--- config.mk ---
export PLATFORM = sky130hd
export DESIGN_NAME = fetch_unit_flat
export DESIGN_NICKNAME = d
export VERILOG_FILES = /design/src/rtl/fetch_pkg.sv /design/src/rtl/fetch_if.sv /design/src/rtl/fetch_fifo.sv /design/src/rtl/fetch_unit.sv /design/src/flat_wrapper.sv
export SDC_FILE = /design/constraint.sdc
export NUM_CORES = 1
export LEC_CHECK = 0
export CORE_MARGIN = 2
export CORE_UTILIZATION = 57
export DETAILED_ROUTE_END_ITERATION = 10
export GPL_TIMING_DRIVEN = 0
export MAX_ROUTING_LAYER = met4
export PLACE_DENSITY = 0.95
export SLEW_MARGIN = 20
export SYNTH_ARGS = -nofsm -noshare
export SYNTH_HDL_FRONTEND = slang
export SYNTH_HIERARCHICAL = 1
export SYNTH_SLANG_ARGS = --single-unit
--- constraint.sdc ---
create_clock -name clk -period 10.45 [get_ports clk]
set_input_delay 2.09 -clock clk [delete_from_list [all_inputs] [get_ports clk]]
set_output_delay 2.09 -clock clk [all_outputs]
set_load 0.005 [all_outputs]
--- src/rtl/fetch_pkg.sv ---
// Shared types and constants for the RV32I instruction fetch stage.
package fetch_pkg;

  localparam int unsigned XLEN    = 32;
  localparam int unsigned INSTR_W = 32;
  localparam int unsigned PC_STEP = 4;

  typedef struct packed {
    logic [XLEN-1:0]    pc;
    logic [INSTR_W-1:0] instr;
  } fetch_entry_t;

endpackage

--- src/rtl/fetch_if.sv ---
// Fetch-stage bus bundle: imem request/response, EX redirect and IF/ID handoff.
interface fetch_if
  import fetch_pkg::*;
#(
  parameter int unsigned WIDTH = 32
);

  logic               imem_req_valid;
  logic               imem_req_ready;
  logic [WIDTH-1:0]   imem_req_addr;
  logic               imem_rsp_valid;
  logic [INSTR_W-1:0] imem_rsp_data;
  logic               redirect_valid;
  logic [WIDTH-1:0]   redirect_pc;
  logic               if_valid;
  logic               if_ready;
  logic [WIDTH-1:0]   if_pc;
  logic [INSTR_W-1:0] if_instr;

  modport master (
    output imem_req_valid, imem_req_addr, if_valid, if_pc, if_instr,
    input  imem_req_ready, imem_rsp_valid, imem_rsp_data, redirect_valid, redirect_pc, if_ready
  );

  modport slave (
    input  imem_req_valid, imem_req_addr, if_valid, if_pc, if_instr,
    output imem_req_ready, imem_rsp_valid, imem_rsp_data, redirect_valid, redirect_pc, if_ready
  );

endinterface

--- src/rtl/fetch_fifo.sv ---
// In-order buffer of fetched {pc, instr} entries with synchronous flush.
module fetch_fifo
  import fetch_pkg::*;
#(
  parameter int unsigned DEPTH = 2,
  localparam int unsigned PtrW = $clog2(DEPTH),
  localparam int unsigned CntW = PtrW + 1
) (
  input  logic            clk,
  input  logic            rst_n,
  input  logic            push_i,
  input  fetch_entry_t    data_i,
  input  logic            pop_i,
  input  logic            flush_i,
  output fetch_entry_t    head_o,
  output logic [CntW-1:0] count_o
);

  fetch_entry_t    mem_q [DEPTH];
  logic [PtrW-1:0] wr_ptr_q, wr_ptr_d, rd_ptr_q, rd_ptr_d;
  logic [CntW-1:0] count_q, count_d;
  logic            do_push, do_pop;

  assign do_push = push_i && (count_q != CntW'(DEPTH)) && !flush_i;
  assign do_pop  = pop_i && (count_q != '0);
  assign head_o  = mem_q[rd_ptr_q];
  assign count_o = count_q;

  always_comb begin
    wr_ptr_d = wr_ptr_q;
    rd_ptr_d = rd_ptr_q;
    count_d  = count_q;
    if (flush_i) begin
      wr_ptr_d = '0;
      rd_ptr_d = '0;
      count_d  = '0;
    end else begin
      // DEPTH is a power of two, so pointers wrap naturally.
      if (do_push) wr_ptr_d = wr_ptr_q + PtrW'(1);
      if (do_pop)  rd_ptr_d = rd_ptr_q + PtrW'(1);
      count_d = count_q + CntW'(do_push) - CntW'(do_pop);
    end
  end

  always_ff @(posedge clk or negedge rst_n) begin
    if (!rst_n) begin
      wr_ptr_q <= '0;
      rd_ptr_q <= '0;
      count_q  <= '0;
    end else begin
      wr_ptr_q <= wr_ptr_d;
      rd_ptr_q <= rd_ptr_d;
      count_q  <= count_d;
    end
  end

  always_ff @(posedge clk) begin
    if (do_push) mem_q[wr_ptr_q] <= data_i;
  end

endmodule

--- src/rtl/fetch_unit.sv ---
// Instruction fetch stage: owns the PC, issues credit-limited imem requests and
// buffers in-order responses for the IF/ID register; redirects flush everything.
module fetch_unit
  import fetch_pkg::*;
#(
  parameter int unsigned      WIDTH    = 32,
  parameter logic [WIDTH-1:0] RESET_PC = '0,
  parameter int unsigned      DEPTH    = 2
) (
  input logic     clk,
  input logic     rst_n,
  fetch_if.master bus
);

  localparam int unsigned     CntW   = $clog2(DEPTH) + 1;
  localparam logic [CntW:0]   Credit = (CntW + 1)'(DEPTH);

  logic [WIDTH-1:0] pc_q, pc_d, rsp_pc_q, rsp_pc_d, redirect_tgt;
  logic [CntW-1:0]  outstanding_q, outstanding_d, drop_q, drop_d, fifo_count;
  logic [CntW:0]    inflight_total;
  logic             req_fire, rsp_keep, fifo_push, fifo_pop, head_valid;
  fetch_entry_t     push_entry, head_entry;
  logic             unused_redirect_lsb;

  assign unused_redirect_lsb = ^bus.redirect_pc[1:0];
  assign redirect_tgt        = {bus.redirect_pc[WIDTH-1:2], 2'b00};

  // Credit counts both in-flight requests and buffered entries, so the FIFO cannot overflow.
  assign inflight_total      = {1'b0, outstanding_q} + {1'b0, fifo_count};
  assign bus.imem_req_valid  = rst_n && (inflight_total < Credit);
  assign bus.imem_req_addr   = pc_q;
  assign req_fire            = bus.imem_req_valid && bus.imem_req_ready;

  assign head_valid   = (fifo_count != '0);
  assign bus.if_valid = head_valid;
  assign bus.if_pc    = head_valid ? WIDTH'(head_entry.pc) : '0;
  assign bus.if_instr = head_valid ? head_entry.instr : '0;

  always_comb begin
    rsp_keep         = bus.imem_rsp_valid && (drop_q == '0) && !bus.redirect_valid;
    fifo_push        = rsp_keep;
    fifo_pop         = head_valid && bus.if_ready && !bus.redirect_valid;
    push_entry.pc    = XLEN'(rsp_pc_q);
    push_entry.instr = bus.imem_rsp_data;
    outstanding_d    = outstanding_q + CntW'(req_fire) - CntW'(bus.imem_rsp_valid);
    pc_d             = req_fire ? pc_q + WIDTH'(PC_STEP) : pc_q;
    // rsp_pc tracks the PC of the next response that will actually be kept.
    rsp_pc_d         = rsp_keep ? rsp_pc_q + WIDTH'(PC_STEP) : rsp_pc_q;
    drop_d           = (bus.imem_rsp_valid && (drop_q != '0)) ? drop_q - CntW'(1) : drop_q;
    if (bus.redirect_valid) begin
      pc_d     = redirect_tgt;
      rsp_pc_d = redirect_tgt;
      drop_d   = outstanding_d;
    end
  end

  always_ff @(posedge clk or negedge rst_n) begin
    if (!rst_n) begin
      pc_q          <= RESET_PC;
      rsp_pc_q      <= RESET_PC;
      outstanding_q <= '0;
      drop_q        <= '0;
    end else begin
      pc_q          <= pc_d;
      rsp_pc_q      <= rsp_pc_d;
      outstanding_q <= outstanding_d;
      drop_q        <= drop_d;
    end
  end

  fetch_fifo #(
    .DEPTH (DEPTH)
  ) u_fifo (
    .clk     (clk),
    .rst_n   (rst_n),
    .push_i  (fifo_push),
    .data_i  (push_entry),
    .pop_i   (fifo_pop),
    .flush_i (bus.redirect_valid),
    .head_o  (head_entry),
    .count_o (fifo_count)
  );

  rsp_without_req_a: assert property (
    @(posedge clk) disable iff (!rst_n) bus.imem_rsp_valid |-> (outstanding_q != '0)
  );

endmodule

--- src/flat_wrapper.sv ---
// flat-port wrapper written by rule: the top's interface ports become plain ports
module fetch_unit_flat import fetch_pkg::*;
#(
  parameter int unsigned      WIDTH    = 32,
  parameter logic [WIDTH-1:0] RESET_PC = '0,
  parameter int unsigned      DEPTH    = 2
)
  (clk, rst_n, bus_imem_req_valid, bus_imem_req_addr, bus_if_valid, bus_if_pc, bus_if_instr, bus_imem_req_ready, bus_imem_rsp_valid, bus_imem_rsp_data, bus_redirect_valid, bus_redirect_pc, bus_if_ready);
  fetch_if #(.WIDTH(WIDTH)) bus_i ();
  input logic clk;
  input logic rst_n;
  output wire logic [$bits(bus_i.imem_req_valid)-1:0] bus_imem_req_valid;
  output wire logic [$bits(bus_i.imem_req_addr)-1:0] bus_imem_req_addr;
  output wire logic [$bits(bus_i.if_valid)-1:0] bus_if_valid;
  output wire logic [$bits(bus_i.if_pc)-1:0] bus_if_pc;
  output wire logic [$bits(bus_i.if_instr)-1:0] bus_if_instr;
  input wire logic [$bits(bus_i.imem_req_ready)-1:0] bus_imem_req_ready;
  input wire logic [$bits(bus_i.imem_rsp_valid)-1:0] bus_imem_rsp_valid;
  input wire logic [$bits(bus_i.imem_rsp_data)-1:0] bus_imem_rsp_data;
  input wire logic [$bits(bus_i.redirect_valid)-1:0] bus_redirect_valid;
  input wire logic [$bits(bus_i.redirect_pc)-1:0] bus_redirect_pc;
  input wire logic [$bits(bus_i.if_ready)-1:0] bus_if_ready;
  assign bus_imem_req_valid = bus_i.imem_req_valid;
  assign bus_imem_req_addr = bus_i.imem_req_addr;
  assign bus_if_valid = bus_i.if_valid;
  assign bus_if_pc = bus_i.if_pc;
  assign bus_if_instr = bus_i.if_instr;
  assign bus_i.imem_req_ready = bus_imem_req_ready;
  assign bus_i.imem_rsp_valid = bus_imem_rsp_valid;
  assign bus_i.imem_rsp_data = bus_imem_rsp_data;
  assign bus_i.redirect_valid = bus_redirect_valid;
  assign bus_i.redirect_pc = bus_redirect_pc;
  assign bus_i.if_ready = bus_if_ready;
  fetch_unit #(.WIDTH(WIDTH), .RESET_PC(RESET_PC), .DEPTH(DEPTH)) u_core (.clk(clk), .rst_n(rst_n), .bus(bus_i));
endmodule
==> metrics.md, run 1 <==
| Metric | Value |
|---|---|
| CP delay by family, top | buffers and inverters |
| Vias | 6750 |
| Global route overflow | 0 |
| CTS Buffer Depth | 2 |
| R2R setup slack | around 7100 ps |
| Startpoint Class | input port |
| Total Routing Usage GR | 0.273 |
| Final Hold Fails | 0 |
| Root buf cell | clkbuf_16 |
| Clock network fraction of design power | 0.333 |
| Largest cells by area after synthesis | edfxtp_1, dfrtp_1, mux2_4 |
| Mapped Area | 9290 sq um |
| Max Clk Rate | between 0.15 and 0.2 GHz |
| Routed vias/inst | about 6.0 |
| Number of distinct library cells after synthesis | around 50 |
| Crit-path slowest cell | clkdlybuf4s50_1 |
| Starting DRT DRC Count | between 700 and 800 |
| Clock skew | 13.6 ps |
| Die W | around 130 um |
| Area leader, netlist | edfxtp_1 |
| CTS sink cnt | between 150 and 200 |
| Die Ht | approximately 130 um |
| Sequential element share of the synthesized area | 0.597 |
| Crit-path max cell delay | about 520 ps |
| Worst Path Class, Setup | input port to output port |
| RSZ-0062 raised after global routing | no |
| Worst r2r src | u_core/u_fifo/count_o[0]$_DFF_PN0_ |
| Switching Power | slightly below 500 uW |
| Stages on worst setup path | 3 |
| First-pass GRT wire length | roughly 36 mm |
| CTS Buf Count | 17 |
| EDFF count, synth | between 100 and 150 |
| Drt drc | 0 |
| Hpwl dp | 16.0 mm |
| DR WL/cell | ~20 um |
| Cell count after synthesis | 700 |
| Crit path buffers/inverters | 2 |
| Synth warn | 6 |
| Critical Path AT | roughly 3300 ps |
| Placer's final routability congestion estimate | approximately 0.95 |
| Cell area after layout | about 12000 sq um |
| Async set-or-reset flop fraction in the synthesized netlist | 0.347 |
| Final setup TNS | 0 ps |
| Final Critical Period | between 5000 and 6000 ps |
| I/O Buffers | between 150 and 200 |
| Critical-path maximum fanout | 35 |
| Commonest cells in the netlist | edfxtp_1, dfrtp_1, and2_1, mux2_4, nor2_1 |
| Total power | about 1900 uW |
| Synth top area share | 0.414 |
| Layout cells sized above 1 | 0.152 |
| Critical Path End Type | output port |
| Peak supply drop | around 0.11 mV |
| Cells after DPL | roughly 1100 |
| Count leader, synth | edfxtp_1 |
| Antenna-violating nets left | 0 |
| Worst Path Required | about 8400 ps |
| Reg clk slew, reported paths | roughly 70 ps |
| Primary FF master, synth | edfxtp_1 |
| Placed cell area | 11400 sq um |
| Initial antenna violation count | 0 |
| # IOs | 168 |
| CP startpoint | rst_n |
| Vias in the first global route | a little under 7000 |
| R2R cell count | 10 |
| H-tree Lvls | 4 |
| Setup-failing EPs final | 0 |
| Final core occ | 0.750 |
| Post-CTS Setup Repair Bufs | 0 |
| Layout overhead on the synthesized area | 28.3% |
| Hold Crit Class | register to register |
| Area of the core | about 16000 sq um |
| Initial DRT Pass Iterations | 5 |
| Initial core utilization | 0.585 |
| Syn_area_per_cell | 13.3 sq um |
| Pwr dens | between 150 and 200 nW/um^2 |
| Maxcap violations | 0 |
| Slew Viols, Final | 0 |
| Leak | 0.00428 uW |
| # diodes | 0 |
| Flop pwr share | 0.508 |
| Finished Layout Cells | ~1100 |
| Critical path, cell by cell | buf_4 -> nor3b_1 -> clkdlybuf4s50_1 |
| Slew headroom | 0.428 |
| Worst Tran Pin Value | about 850 ps |
| Seq cells post-synth | 196 |
| CTS tree | built |
| CP Capture Point | bus_imem_req_valid |
| Rows | between 40 and 50 |
| Cts hold-fix bufs | 0 |
| Die area | 17300 sq um |
| Clock latency at the later pin of the worst-skew pair | approximately 430 ps |
| Internal | around 1400 uW |
| Post-CTS sizing | 0 |
| Switch share | 0.262 |
| Tcrit/Tclk final | 0.511 |
| Nets | 970 |
| Comb power frac | 0.160 |
| Outcome | finished clean |
| Drt total wl | roughly 23 mm |
| R2R Path End | u_core/bus.imem_req_addr[21]$_DFFE_PN0P_ |
| Largest net degree at the start of global routing | 37 |
## area by class of cell
cell class                 instances  area, sq um
multi-input combinational        457         3510
inverter                          14         52.6
sequential                       196         5550
buffer                            38          213
clock inverter                    13          113
timing repair buffer             168         1760
clock buffer                      19          453
tap                              216          270
fill                             978         3970
## power by group through the flow
stage                     logic, uW  registers [uW]  clock network [uW]
after floorplan                 154             946                   0
after global routing            322             952                 665
final                           297             945                 619
after global placement          274             957                   0
after detailed placement        291             959                   0
after CTS                       294             943                 628
## worst min path at each step
stage / cells after the start / startpoint / slack (ps) / to
after floorplan: 1 / u_core/u_fifo/wr_ptr_q$_DFFE_PN0P_ / 450 / u_core/u_fifo/wr_ptr_q$_DFFE_PN0P_
after global placement: 1 / u_core/u_fifo/wr_ptr_q$_DFFE_PN0P_ / 460 / u_core/u_fifo/wr_ptr_q$_DFFE_PN0P_
after detailed placement: 0 / u_core/rsp_pc_q[31]$_DFFE_PN0N_ / 500 / u_core/u_fifo/mem_q[1][63]$_DFFE_PP_
after CTS: 0 / u_core/rsp_pc_q[31]$_DFFE_PN0N_ / 510 / u_core/u_fifo/mem_q[0][63]$_DFFE_PP_
after global routing: 0 / u_core/rsp_pc_q[31]$_DFFE_PN0N_ / 520 / u_core/u_fifo/mem_q[0][63]$_DFFE_PP_
final: 0 / u_core/rsp_pc_q[31]$_DFFE_PN0N_ / 530 / u_core/u_fifo/mem_q[0][63]$_DFFE_PP_
## cell usage in the layout, fill, tap and decap left out, types with 19 or more instances in the layout
cell and count:
and2_1 67, clkbuf_1 25, dfrtp_1 68, edfxtp_1 128, xnor2_1 20, mux2_2 29
a31oi_1 20, nand2_1 25, mux2_4 50, or4_1 19, nor2_1 29, clkdlybuf4s50_1 162
## registers in the layout, indices dropped and copies added (netlist names)
name / count
u_core/u_fifo/mem_q: 128
u_core/bus.imem_req_addr: 30
u_core/rsp_pc_q: 30
u_core/drop_q: 2
u_core/outstanding_q: 2
u_core/u_fifo/count_o: 2
u_core/u_fifo/rd_ptr_q: 1
u_core/u_fifo/wr_ptr_q: 1
## metal layers
layer / GRT usage / vias up / share of wire
met4: 0.110 / 0 / 0.038
met2: 0.427 / 421 / 0.47
met3: 0.0656 / 83 / 0.082
met5: - / - / 0
li1: - / 3022 / -
met1: 0.345 / 3224 / 0.41
## kinds of logic (layout without fill, tap and decap cells)
kind of cell,Yosys count,count (layout),share of synthesized area
simple gates,250,250,0.156
flops,196,196,0.597
compound gates,88,88,0.0655
mux,80,80,0.117
buf+inv,52,252,0.0286
xor+xnor,25,25,0.0236
fa+ha+maj,8,8,0.0116
other cells,1,6,0.000404
## metrics by stage
step | hold WS [ps] | setup WS (ps)
floorplan | 452 | 4300
global placement | 464 | 1960
detailed placement | 501 | 4940
CTS | 511 | 5090
global route | 525 | 5020
finish | 529 | 5110
Note: power is estimated with default switching activity, not from simulation.
==> run 2: changes to the inputs <==
CORE_UTILIZATION = 48   (was 57)
PLACE_DENSITY = 0.88   (was 0.95)
clock period = 4.45 ns   (was 10.45 ns; I/O delays follow)
==> metrics.md, run 2 (synthesis gave the netlist of run 1 again) <==
| Metric | Value |
|---|---|
| Outcome | finished clean (unchanged) |
| Drt drc | 0 (unchanged) |
| CTS Buffer Depth | 2 (unchanged) |
| RSZ-0062 raised after global routing | no (unchanged) |
| I/O Buffers | 163 (unchanged) |
| Hold Crit Class | input port to async pin (was register to register) |
| Routed vias/inst | 5.61 (was 6.02) |
| Placer's final routability congestion estimate | 0.896 (was 0.945) |
| Maxcap violations | 0 (unchanged) |
| Critical-path maximum fanout | 10 (was 35) |
| Clock latency at the later pin of the worst-skew pair | 430 ps (about the same) |
| Clock skew | 11.1 ps (was 13.6 ps) |
| Post-CTS Setup Repair Bufs | 0 (unchanged) |
| CTS tree | built (unchanged) |
| Drt total wl | 21.6 mm (was 22.7 mm) |
| R2R cell count | 10 (unchanged) |
| Initial DRT Pass Iterations | 6 (was 5) |
| # diodes | 0 (unchanged) |
| Leak | 0.00428 uW (about the same) |
| Initial core utilization | 0.493 (was 0.585) |
| Setup-failing EPs final | 0 (unchanged) |
| Slew headroom | 0.338 (was 0.428) |
| Antenna-violating nets left | 0 (unchanged) |
| Worst r2r src | u_core/u_fifo/count_o[0]$_DFF_PN0_ (unchanged) |
| Cts hold-fix bufs | 0 (unchanged) |
| Final Critical Period | 4130 ps |
| Final Hold Fails | 0 (unchanged) |
| Hpwl dp | 15.5 mm (was 16.0 mm) |
| Vias | 6538 (was 6750) |
| Global route overflow | 0 (unchanged) |
| CP delay by family, top | buffers and inverters (unchanged) |
| Cells after DPL | 1133 (was 1089) |
| Initial antenna violation count | 0 (unchanged) |
| DR WL/cell | 18.5 um (was 20.2 um) |
| Die W | 143 um (was 132 um) |
| Pwr dens | 367 nW/um^2 (was 156 nW/um^2) |
| Max Clk Rate | roughly 0.24 GHz |
| Crit path buffers/inverters | 5 (was 2) |
| Vias in the first global route | 6273 (was 6828) |
| Commonest non-fill, non-tap cell in the layout | clkdlybuf4s50_1 (unchanged) |
| Layout cells sized above 1 | 0.150 (was 0.152) |
| Finished Layout Cells | 1165 (was 1121) |
| Final setup TNS | 0 ps (unchanged) |
| Flop pwr share | 0.506 (was 0.508) |
| Peak supply drop | 0.370 mV (was 0.109 mV) |
| Switching Power | 1100 uW (was 487 uW) |
| Clock network fraction of design power | 0.338 (was 0.333) |
| H-tree Lvls | 4 (unchanged) |
| Critical Path AT | 4420 ps (was 3250 ps) |
| Critical path, cell by cell | clkdlybuf4s50_1 -> clkbuf_1 -> clkbuf_1 -> buf_1 -> nor2_1 -> nand3b_1 -> ha_1 -> inv_1 -> ha_1 -> xor2_1 -> and2_1 -> nor3_1 (was buf_4 -> nor3b_1 -> clkdlybuf4s50_1) |
| Slew Viols, Final | 0 (unchanged) |
| Die area | 20500 sq um (was 17300 sq um) |
| Placed cell area | 11400 sq um (about the same) |
| Comb power frac | 0.155 (was 0.160) |
| Reg clk slew, reported paths | 70 ps (about the same) |
| First-pass GRT wire length | 33.3 mm (was 36.0 mm) |
| Crit-path max cell delay | 760 ps (was 520 ps) |
| Switch share | 0.252 (was 0.262) |
| Die Ht | 143 um (was 132 um) |
| Total Routing Usage GR | 0.221 (was 0.273) |
| Worst Tran Pin Value | 983 ps (was 851 ps) |
| Area of the core | 18800 sq um (was 15900 sq um) |
| Startpoint Class | input port (unchanged) |
| Largest net degree at the start of global routing | 44 (was 37) |
| Post-CTS sizing | 0 (unchanged) |
| # IOs | 168 (unchanged) |
| Worst Path Required | 4740 ps (was 8360 ps) |
| Final core occ | 0.635 (was 0.750) |
| Cell area after layout | 12000 sq um (was 11900 sq um) |
| Crit-path slowest cell | clkdlybuf4s50_1 (unchanged) |
| Starting DRT DRC Count | 563 (was 748) |
| Critical Path End Type | register (was output port) |
| Worst Path Class, Setup | input port to register (was input port to output port) |
| Stages on worst setup path | 12 (was 3) |
| Tcrit/Tclk final | 0.928 |
| Root buf cell | clkbuf_16 (unchanged) |
| Nets | 970 (unchanged) |
| Max FFs per register | 128 (unchanged) |
| R2R setup slack | 1240 ps (was 7110 ps) |
| Internal | 3280 uW (was 1370 uW) |
| Rows | 50 (was 46) |
| Layout overhead on the synthesized area | 28.8% (was 28.3%) |
| R2R Path End | u_core/bus.imem_req_addr[13]$_DFFE_PN0P_ (was u_core/bus.imem_req_addr[21]$_DFFE_PN0P_) |
| CTS Buf Count | 17 (unchanged) |
| Most frequent cells in the layout | clkdlybuf4s50_1, edfxtp_1, dfrtp_1 (unchanged) |
| CTS sink cnt | 196 (unchanged) |
| Largest register by flop count | u_core/u_fifo/mem_q (unchanged) |
run 2: cell count changes in the layout (fill, tap and decap cells not counted):
cell and change:
inv_6 -2, clkinv_2 +3, clkinvlp_4 -1, clkbuf_8 -1, clkbuf_16 +1, bufinv_16 +1, buf_12 +2, buf_16 -2
inv_8 -3, clkbuf_1 +2
run 2: layout make-up:
cell class                      instances  area (sq um)
Timing Repair Buffer                  168          1740
Sequential cell                       196          5550
Clock inverter                         11          98.8
Clock buffer                           21           472
Multi-Input combinational cell        457          3510
Buffer                                 38           213
Fill cell                            1407          6870
Inverter                               14          52.6
Tap cell                              260           325
run 2: stage by stage:
stage                     total power [uW]  setup WS [ps]  hold WS [ps]
after detailed placement              2930          -35.4           512
after global placement                2890          -3040           464
after floorplan                       2580           -500           452
final                                 4390            322           376
after global routing                  4580            116           387
after CTS                             4410            385           378
run 2: worst max path at each step:
| stage | startpoint | to | slack (ps) |
|---|---|---|---|
| after global routing | bus_redirect_valid | u_core/u_fifo/count_o[1]$_DFF_PN0_ | 120 |
| final | bus_redirect_valid | u_core/u_fifo/count_o[1]$_DFF_PN0_ | 320 |
| after floorplan | bus_redirect_valid | u_core/u_fifo/mem_q[0][0]$_DFFE_PP_ | -500 |
| after CTS | bus_redirect_valid | u_core/u_fifo/count_o[1]$_DFF_PN0_ | 390 |
| after detailed placement | bus_redirect_valid | u_core/u_fifo/count_o[1]$_DFF_PN0_ | -40 |
| after global placement | bus_redirect_valid | u_core/u_fifo/mem_q[1][27]$_DFFE_PP_ | -3040 |
run 2: per-layer routing:
layer  track usage  wire length [um]  vias up
met5             -                 0        -
met4        0.0657               391        0
met3        0.0476              1650       37
met2         0.355             10400      325
met1         0.283              9210     3167
li1              -                 -     3009
run 2: power groups by stage:
stage | sequential (uW) | clock [uW] | combinational, uW
3_5_place_dp | 2250 | 0 | 677
2_1_floorplan | 2220 | 0 | 361
3_3_place_gp | 2250 | 0 | 639
4_1_cts | 2220 | 1510 | 683
5_1_grt | 2240 | 1590 | 750
6_report | 2220 | 1480 | 682
